### src/rtl/operand_issue_pkg.sv
// operand_issue_pkg: widths, output-register bundle and operand select shared by the operand stage.
package operand_issue_pkg;
   localparam int DATA_WIDTH = 32;
   localparam int REG_AW     = 5;
   localparam int CTRL_WIDTH = 16;
   localparam int NUM_REGS   = 1 << REG_AW;

   typedef struct packed {
      logic [DATA_WIDTH-1:0] rs1_data;
      logic [DATA_WIDTH-1:0] rs2_data;
      logic [REG_AW-1:0]     rd;
      logic                  rd_we;
      logic [DATA_WIDTH-1:0] pc;
      logic [CTRL_WIDTH-1:0] ctrl;
   } issue_t;

   // x0 reads as zero; a same-cycle writeback beats the stale register-file value
   function automatic logic [DATA_WIDTH-1:0] operand_sel(
      input logic [REG_AW-1:0]     idx,
      input logic                  wb_we,
      input logic [REG_AW-1:0]     wb_rd,
      input logic [DATA_WIDTH-1:0] wb_data,
      input logic [DATA_WIDTH-1:0] rf_data
   );
      return (idx == '0) ? '0 : (wb_we && wb_rd == idx) ? wb_data : rf_data;
   endfunction
endpackage

### src/rtl/operand_issue_scoreboard.sv
// operand_issue_scoreboard: busy bit per register; lookups already discount a same-cycle clear.
module operand_issue_scoreboard
   import operand_issue_pkg::*;
(
   input  logic              clk,
   input  logic              rst_n,
   input  logic              set_i,
   input  logic [REG_AW-1:0] set_idx_i,
   input  logic              clr_i,
   input  logic [REG_AW-1:0] clr_idx_i,
   input  logic [REG_AW-1:0] rs1_i,
   input  logic [REG_AW-1:0] rs2_i,
   input  logic [REG_AW-1:0] rd_i,
   output logic              rs1_busy_o,
   output logic              rs2_busy_o,
   output logic              rd_busy_o
);
   logic [NUM_REGS-1:0] busy_q, busy_d, set_mask, clr_mask, live;

   assign set_mask   = (set_i && set_idx_i != '0) ? ({{(NUM_REGS-1){1'b0}}, 1'b1} << set_idx_i) : '0;
   assign clr_mask   = clr_i ? ({{(NUM_REGS-1){1'b0}}, 1'b1} << clr_idx_i) : '0;
   assign live       = busy_q & ~clr_mask;
   // set applied after clear so a same-index set wins
   assign busy_d     = live | set_mask;
   assign rs1_busy_o = live[rs1_i];
   assign rs2_busy_o = live[rs2_i];
   assign rd_busy_o  = live[rd_i];

   always_ff @(posedge clk) begin
      if (!rst_n) busy_q <= '0;
      else        busy_q <= busy_d;
   end
endmodule

### src/rtl/operand_issue.sv
// operand_issue: decode-to-execute operand stage with writeback bypass and scoreboard stall.
module operand_issue
   import operand_issue_pkg::*;
(
   input  logic                  clk,
   input  logic                  rst_n,
   input  logic                  in_valid,
   output logic                  in_ready,
   input  logic [REG_AW-1:0]     in_rs1,
   input  logic [REG_AW-1:0]     in_rs2,
   input  logic [REG_AW-1:0]     in_rd,
   input  logic                  in_uses_rs1,
   input  logic                  in_uses_rs2,
   input  logic                  in_rd_we,
   input  logic [DATA_WIDTH-1:0] in_pc,
   input  logic [CTRL_WIDTH-1:0] in_ctrl,
   output logic [REG_AW-1:0]     rf_rs1,
   output logic [REG_AW-1:0]     rf_rs2,
   input  logic [DATA_WIDTH-1:0] rf_rd1_data,
   input  logic [DATA_WIDTH-1:0] rf_rd2_data,
   input  logic                  wb_we,
   input  logic [REG_AW-1:0]     wb_rd,
   input  logic [DATA_WIDTH-1:0] wb_data,
   input  logic                  flush,
   output logic                  out_valid,
   input  logic                  out_ready,
   output logic [DATA_WIDTH-1:0] out_rs1_data,
   output logic [DATA_WIDTH-1:0] out_rs2_data,
   output logic [REG_AW-1:0]     out_rd,
   output logic                  out_rd_we,
   output logic [DATA_WIDTH-1:0] out_pc,
   output logic [CTRL_WIDTH-1:0] out_ctrl
);
   issue_t out_q, out_d;
   logic   out_valid_q, out_valid_d;
   logic   rs1_busy, rs2_busy, rd_busy;
   logic   p_rs1, p_rs2, p_rd, hazard, accept, handoff;

   operand_issue_scoreboard u_sb (
      .clk        (clk),
      .rst_n      (rst_n),
      .set_i      (handoff & out_q.rd_we & ~flush),
      .set_idx_i  (out_q.rd),
      .clr_i      (wb_we),
      .clr_idx_i  (wb_rd),
      .rs1_i      (in_rs1),
      .rs2_i      (in_rs2),
      .rd_i       (in_rd),
      .rs1_busy_o (rs1_busy),
      .rs2_busy_o (rs2_busy),
      .rd_busy_o  (rd_busy)
   );

   // the held instruction is not yet in the scoreboard, so check it directly
   assign p_rs1    = (in_rs1 != '0) & (rs1_busy | (out_valid_q & out_q.rd_we & (out_q.rd == in_rs1)));
   assign p_rs2    = (in_rs2 != '0) & (rs2_busy | (out_valid_q & out_q.rd_we & (out_q.rd == in_rs2)));
   assign p_rd     = (in_rd  != '0) & (rd_busy  | (out_valid_q & out_q.rd_we & (out_q.rd == in_rd)));
   assign hazard   = (in_uses_rs1 & p_rs1) | (in_uses_rs2 & p_rs2) | (in_rd_we & p_rd);
   assign in_ready = rst_n & ~flush & ~hazard & (~out_valid_q | out_ready);
   assign accept   = in_valid & in_ready;
   assign handoff  = out_valid_q & out_ready;
   assign rf_rs1   = in_rs1;
   assign rf_rs2   = in_rs2;

   always_comb begin
      out_valid_d = accept | (out_valid_q & ~handoff & ~flush);
      out_d       = accept ? '{rs1_data: operand_sel(in_rs1, wb_we, wb_rd, wb_data, rf_rd1_data),
                               rs2_data: operand_sel(in_rs2, wb_we, wb_rd, wb_data, rf_rd2_data),
                               rd:       in_rd,
                               rd_we:    in_rd_we & (in_rd != '0),
                               pc:       in_pc,
                               ctrl:     in_ctrl} : out_q;
   end

   always_ff @(posedge clk) begin
      if (!rst_n) begin
         out_valid_q <= 1'b0;
         out_q       <= '0;
      end else begin
         out_valid_q <= out_valid_d;
         out_q       <= out_d;
      end
   end

   assign out_valid    = out_valid_q;
   assign out_rs1_data = out_q.rs1_data;
   assign out_rs2_data = out_q.rs2_data;
   assign out_rd       = out_q.rd;
   assign out_rd_we    = out_q.rd_we;
   assign out_pc       = out_q.pc;
   assign out_ctrl     = out_q.ctrl;
endmodule

### config.mk
export PLATFORM = sky130hd
export DESIGN_NAME = operand_issue
export DESIGN_NICKNAME = d
export VERILOG_FILES = /design/src/rtl/operand_issue_pkg.sv /design/src/rtl/operand_issue_scoreboard.sv /design/src/rtl/operand_issue.sv
export SDC_FILE = /design/constraint.sdc
export NUM_CORES = 1
export LEC_CHECK = 0
export CORE_UTILIZATION = 46
export DETAILED_ROUTE_END_ITERATION = 10
export GPL_ROUTABILITY_DRIVEN = 0
export GPL_TIMING_DRIVEN = 0
export PLACE_DENSITY = 0.82
export SKIP_LAST_GASP = 1
export SLEW_MARGIN = 10
export SYNTH_ARGS = -nofsm -noshare
export SYNTH_HDL_FRONTEND = slang
export SYNTH_SLANG_ARGS = --single-unit
### constraint.sdc
create_clock -name clk -period 3.7 [get_ports clk]
set_input_delay 0.74 -clock clk [delete_from_list [all_inputs] [get_ports clk]]
set_output_delay 0.74 -clock clk [all_outputs]
set_load 0.01 [all_outputs]
==> results.sh, run 1 <==
export IMPL_postPlaceCellArea_um2=11700
export IMPL_rows=49
export IMPL_netlist_area_um2=8470
export IMPL_pwr_share_comb_pct=20.5
export IMPL_start_util_pct=47.0
export IMPL_hold_worst_slack_ns=0.455
export IMPL_p_int_mw=3.14
export IMPL_grt_start_max_net_pins=17
export IMPL_insertion_delay_ns=0.43
export IMPL_yosysTopAreaCell="dfxtp_1"
export IMPL_p_sw_share_pct=26.9
export IMPL_p_leak_nw=4.59
export IMPL_htreeDepth=4
export IMPL_final_setup_worst_slack_ns=-0.0520
export IMPL_drc=0
export IMPL_path_cells="buf_8 > buf_6 > or4b_4 > o21ai_4 > mux2i_2 > o311ai_2 > a311oi_2 > nor4_4 > and4_4 > buf_6"
export IMPL_fin_crit_sh_pct=101
export IMPL_path_class="in2out"
export IMPL_port_buffers=298
export IMPL_synth_ff_type="dfxtp_1"
export IMPL_cts_buffers=17
export IMPL_path_depth=10
export IMPL_p_seq_share_pct=39.7
export IMPL_layout_cells_non_filler=1607
export IMPL_slew_violations=0
export IMPL_cts_tree="done"
export IMPL_violations="setup timing"
export IMPL_dieHeight_um=138
export IMPL_root_buffer="clkbuf_16"
export IMPL_synth_distinct_cells=57
export IMPL_dr_pass1_iters=5
export IMPL_vias=9358
export IMPL_antenna_found_initial=2
export IMPL_p_clk_share_pct=39.8
export IMPL_routedWlPerCell_um=21.0
export IMPL_place_ws_ns=-1.70
export IMPL_synth_area_leaders="dfxtp_1, mux2i_1, nand2_1"
export IMPL_synth_edf_count=0
export IMPL_ys_ff_latch=150
export IMPL_cts_hold_fix_buffers=0
export IMPL_area_growth_pct=54.0
export IMPL_design_core_area_um2=18000
export IMPL_path_clk_slew_ns=0.06
export IMPL_ios=303
export IMPL_power_density_nw_per_um2=329
export IMPL_hpwl_mm=23.9
export IMPL_slowest_delay_ns=0.57
export IMPL_status="finished, violations left"
export IMPL_synth_nets=1184
export IMPL_cp_top_family="simple AND/OR/NAND/NOR gates"
export IMPL_synth_warnings=0
export IMPL_grt_pass1_wl_mm=48.8
export IMPL_worst_slew_pin_slew_ns=0.806
export IMPL_drtIter0Drc=729
export IMPL_post_place_cells=1538
export IMPL_finish_instance_area_um2=13000
export IMPL_peakVddDrop_mv=0.293
export IMPL_slowest_stage="or4b_4"
export IMPL_whs_path_depth=2
export IMPL_cts_sinks=150
export IMPL_antenna_left=0
export IMPL_worstPathRequired_ns=2.96
export IMPL_switchingPower_mw=1.15
export IMPL_final_layout_size_suffix_gt1_share_pct=17.3
export IMPL_path_max_fanout=4
export IMPL_fmax_mhz=267
export IMPL_synthCells=1011
export IMPL_syn_avg_cell_area_um2=8.38
export IMPL_synth_top_area_share_pct=35.5
export IMPL_die_area_um2=19000
export IMPL_rr_worst_depth=13
export IMPL_min_period_ns=3.75
export IMPL_hold_viol=0
export IMPL_clockBufferDepth=2
export IMPL_slew_headroom_pct=46.3
export IMPL_drv_cap=0
export IMPL_via_per_inst=5.82
export IMPL_crit_path_start_kind="primary input"
export IMPL_synth_sequential_area_ratio_pct=35.5
export IMPL_skew_ns=0.00944
export IMPL_first_global_vias=9194
export IMPL_endpoint_kind="output pin"
export IMPL_cpMostUsedCell="buf_6"
export IMPL_crit_arrival_ns=3.01
export IMPL_fp_dieW_um=138
export IMPL_gr_total_overflow=0
export IMPL_setup_violations=1
export IMPL_grtUsageTotal_pct=34.1
export IMPL_tns_ns=-0.0520
export IMPL_routed_wl_mm=33.7
export IMPL_synth_async_reset_ratio_pct=0
export IMPL_cp_buffers_inverters=3
export IMPL_hp_class="reg2reg"
export IMPL_nets=1537
-- tightest hold or removal path, cell delays in order, from the launching register on --
cell,delay [ns]
dfxtp_1,0.31
nand2_1,0.05
o21ai_0,0.06
-- final cells by class --
| type | instances | area, um^2 |
|---|---|---|
| timing repair buffer | 334 | 3260 |
| sequential | 150 | 3000 |
| multi-input combinational | 758 | 5320 |
| clock inverter | 12 | 130 |
| antenna | 2 | 5.00 |
| inverter | 7 | 30.0 |
| fill | 1371 | 4980 |
| tap | 229 | 287 |
| buffer | 96 | 574 |
| clock buffer | 19 | 443 |
-- cell usage in the layout, fill, tap and decap left out, drive strengths merged, types with 3 or more instances in the layout --
master and count:
nor3 7, clkdlybuf4s50 282, xnor2 22, nor3b 3, a31oi 3, xor2 3
buf 76, o311ai 3, nand2 212, nand4b 4, nand3b 4, a21boi 16
clkbuf 84, mux2 65, a311oi 6, clkinv 4, and4 5, a211oi 4
nor2b 15, o21ai 102, nor2 25, nand2b 15, dlygate4sd2 5, inv 7
o2111ai 5, o211ai 9, a21oi 4, and3 6, dfxtp 150, nor4 4
and2 19, mux4 9, o31ai 3, or2 4, mux2i 86, nand3 60
clkinvlp 6, nand4 12, o22ai 4
-- synth_stat cells (all sizes together), types with 12 or more instances --
master and number:
mux2i 86, o21ai 102, and2 19, clkbuf 61, nor2 25, nand2b 15, nand3 60, xnor2 22
mux2 65, nand4 12, a21boi 16, dfxtp 150, buf 35, nand2 212, nor2b 15
-- power groups by stage --
| stage | clock [mW] | combinational [mW] | sequential [mW] |
|---|---|---|---|
| after floorplan | 0 | 0.336 | 1.76 |
| after global placement | 0 | 0.778 | 1.74 |
| after detailed placement | 0 | 0.785 | 1.74 |
| after CTS | 1.71 | 0.841 | 1.70 |
| after global routing | 1.78 | 0.933 | 1.71 |
| final | 1.71 | 0.879 | 1.71 |
-- layer usage --
metal  vias to the layer above  routed length (um)  part of all wire, %  global-route usage (%)
met5                         -                   0                    0                       0
met4                         0                1820                  5.4                    19.8
met3                       148                3530                   10                    10.4
met2                       578               16200                   48                    57.0
met1                      4388               12100                   36                    38.1
li1                       4244                   -                    -                       -
-- registers in the layout, summed over array words and instances, names as in the netlist --
name          count
out_pc           32
out_rs2_data     32
u_sb.busy_q      31
out_ctrl         16
out_valid         1
out_rd_we         1
out_rd            5
out_rs1_data     32
-- worst paths after layout --
check                                 from          endpoint  slack [ns]
worst min-delay path            out_pc[21]        out_pc[21]        0.45
worst min register to register  out_pc[21]        out_pc[21]        0.45
worst max-delay path              wb_rd[4]          in_ready       -0.05
worst max register to register   out_rd[1]  out_rs1_data[30]        0.25
-- cells by family after synthesis --
kind of cell,Yosys count,share of synthesized area (%)
XOR/XNOR,25,2.58
flip-flops,150,35.5
multiplexers,160,21.2
buffers and inverters,103,5.88
AO/OA/AOI/OAI,168,12.0
AND/OR/NAND/NOR,405,22.9
-- what timing repair did --
item	4_1_cts	5_1_grt
buffers inserted	27	9
gates cloned	0	0
gates resized for setup	111	50
pin swaps	16	20
setup endpoints to repair	120	52
-- metrics by stage --
step                total power, mW  util [%]
global route                   4.42      72.4
detailed placement             2.52      65.1
finish                         4.29      72.4
global placement               2.51      65.1
floorplan                      2.10         -
CTS                            4.26      71.2
(Power assumes the default switching activity.)
==> run 2, diff against run 1 <==
--- a/config.mk
+++ b/config.mk
@@ -11,7 +11,6 @@
 export GPL_TIMING_DRIVEN = 0
 export PLACE_DENSITY = 0.82
 export SKIP_LAST_GASP = 1
-export SLEW_MARGIN = 10
 export SYNTH_ARGS = -nofsm -noshare
 export SYNTH_HDL_FRONTEND = slang
 export SYNTH_SLANG_ARGS = --single-unit
==> results of run 2 <==
Final layout, timing and power as in run 1 (identical DEF).
==> run 3, diff against run 2 <==
--- a/config.mk
+++ b/config.mk
@@ -9,7 +9,7 @@
 export DETAILED_ROUTE_END_ITERATION = 10
 export GPL_ROUTABILITY_DRIVEN = 0
 export GPL_TIMING_DRIVEN = 0
-export PLACE_DENSITY = 0.82
+export PLACE_DENSITY = 0.88
 export SKIP_LAST_GASP = 1
 export SYNTH_ARGS = -nofsm -noshare
 export SYNTH_HDL_FRONTEND = slang
==> run 3 against run 2 <==
  * The flow still finishes with violations (setup timing)
  * Cell count shrank 0.37%
  * Via count grew 0.83%
  * Critical path depth shrank 1
  * Design area shrank 1.4%
  * Clock power grew 4%
  * Clock-buffer cell count grew 2
==> results.sh, run 3 (same netlist as run 1, synthesis figures left out) <==
export IMPL_drv_cap=0
export IMPL_crit_start="wb_rd[1]"
export IMPL_area_growth_pct=51.9
export IMPL_rsz0062_at_grt="yes"
export IMPL_first_global_vias=9392
export IMPL_crit_path_start_kind="primary input"
export IMPL_root_buffer="clkbuf_16"
export IMPL_dieHeight_um=138
export IMPL_slew_headroom_pct=51.4
export IMPL_violations="setup timing"
export IMPL_min_from="out_pc[28]"
export IMPL_nets=1527
export IMPL_grt_start_max_net_pins=17
export IMPL_antenna_found_initial=4
export IMPL_routedWlPerCell_um=21.3
export IMPL_status="finished, violations left"
export IMPL_start_util_pct=47.0
export IMPL_hp_class="reg2reg"
export IMPL_skew_ns=0.0109
export IMPL_htreeDepth=4
export IMPL_hold_worst_slack_ns=0.455
export IMPL_final_setup_worst_slack_ns=-0.234
export IMPL_path_clk_slew_ns=0.06
export IMPL_antenna_left=0
export IMPL_grt_pass1_wl_mm=50.3
export IMPL_postLayoutCoreUtil_pct=71.4
export IMPL_fp_dieW_um=138
export IMPL_drtIter0Drc=883
export IMPL_slew_violations=0
export IMPL_path_max_fanout=10
export IMPL_port_buffers=298
export IMPL_worstPathRequired_ns=2.96
export IMPL_final_common_cell="clkdlybuf4s50_1"
export IMPL_gr_total_overflow=0
export IMPL_ios=303
export IMPL_cts_hold_fix_buffers=0
export IMPL_via_per_inst=5.89
export IMPL_endpoint_kind="output pin"
export IMPL_min_period_ns=3.93
export IMPL_worst_slew_pin_slew_ns=0.729
export IMPL_hpwl_mm=24.4
export IMPL_drc=0
export IMPL_peakVddDrop_mv=0.305
export IMPL_cts_sinks=150
export IMPL_mostFrequentLayoutCells="clkdlybuf4s50_1, nand2_1, dfxtp_1"
export IMPL_dr_pass1_iters=6
export IMPL_fillers=1287
export IMPL_p_leak_nw=4.54
export IMPL_place_ws_ns=-1.66
export IMPL_power_density_nw_per_um2=338
export IMPL_fmax_mhz=254
export IMPL_fin_crit_sh_pct=106
export IMPL_setup_violations=1
export IMPL_r2r_start="out_rd[4]"
export IMPL_clockBufferDepth=2
export IMPL_die_area_um2=19000
export IMPL_final_layout_size_suffix_gt1_share_pct=15.7
export IMPL_design_core_area_um2=18000
export IMPL_path_class="in2out"
export IMPL_rows=49
export IMPL_crit_arrival_ns=3.19
export IMPL_vias=9436
export IMPL_insertion_delay_ns=0.43
export IMPL_cts_tree="done"
export IMPL_grtUsageTotal_pct=35.2
export IMPL_cts_buffers=17
export IMPL_hold_viol=0
export IMPL_routed_wl_mm=34.0
-- run 3: cell types whose count changed in the layout (fill, tap and decap cells not counted), sizes merged --
| cell | before | now |
|---|---|---|
| buf | 76 | 65 |
| clkinvlp | 6 | 1 |
| clkinv | 4 | 7 |
| diode | 2 | 5 |
| clkbuf | 84 | 82 |
| clkdlybuf4s50 | 282 | 284 |
| clkdlybuf4s15 | 0 | 1 |
| dlygate4sd2 | 5 | 6 |
| dlymetal6s2s | 2 | 3 |
| inv | 7 | 8 |
-- run 3: what timing repair did --
action / CTS / global route
gates cloned: 0 / 0
resized for setup: 97 / 16
endpoints found under the setup margin: 120 / 48
buffers inserted: 17 / 9
pin swaps: 14 / 8
-- run 3: layout make-up --
class | instances | area (um^2) | area share (%)
Multi-Input combinational cell | 758 | 5210 | 40.5
Timing Repair Buffer | 324 | 3180 | 24.7
Sequential cell | 150 | 3000 | 23.3
Buffer | 96 | 549 | 4.27
Clock buffer | 21 | 480 | 3.73
Tap cell | 229 | 287 | 2.23
Clock inverter | 11 | 123 | 0.953
Inverter | 7 | 26.3 | 0.204
Antenna cell | 5 | 12.5 | 0.0972
-- run 3: where the power goes --
part | internal [mW] | switching (mW)
Sequential | 1.67 | 0.0371
Combinational | 0.453 | 0.412
Clock | 1.07 | 0.715
Total | 3.19 | 1.16
-- run 3: worst paths after layout --
| check | end | slack (ns) | cells after the start |
|---|---|---|---|
| setup / recovery | in_ready | -0.23 | 9 |
| hold / removal | out_pc[28] | 0.45 | 2 |
| setup reg to reg | out_rs2_data[1] | 0.34 | 13 |
| hold reg to reg | out_pc[28] | 0.45 | 2 |
-- run 3: routing by layer --
metal	GRT usage, %	part of all wire (%)	up-vias
met1	39.1	36	4440
met2	60.4	49	608
li1	-	-	4237
met3	10.7	10	151
met4	17.9	4.8	0
met5	0	0	-
-- run 3: stage by stage --
| stage | power (mW) | std cells | TNS (ns) | instance area [um^2] |
|---|---|---|---|---|
| 2_1_floorplan | 2.10 | 1011 | 0 | 8470 |
| 3_3_place_gp | 2.51 | 1538 | -122.98 | 11700 |
| 3_5_place_dp | 2.53 | 1538 | -125.22 | 11700 |
| 4_1_cts | 4.33 | 1587 | -0.0568 | 12700 |
| 5_1_grt | 4.47 | 1599 | -8.26 | 12900 |
| 6_report | 4.35 | 1601 | -0.234 | 12900 |
-- run 3: worst max-delay path, stage by stage --
cell and delay [ns]:
buf_4 0.17, clkbuf_1 0.52, nand2_1 0.14, o21ai_0 0.24, nor4bb_2 0.44, a2111oi_2 0.13
nor4_4 0.36, and4_1 0.30, buf_2 0.15
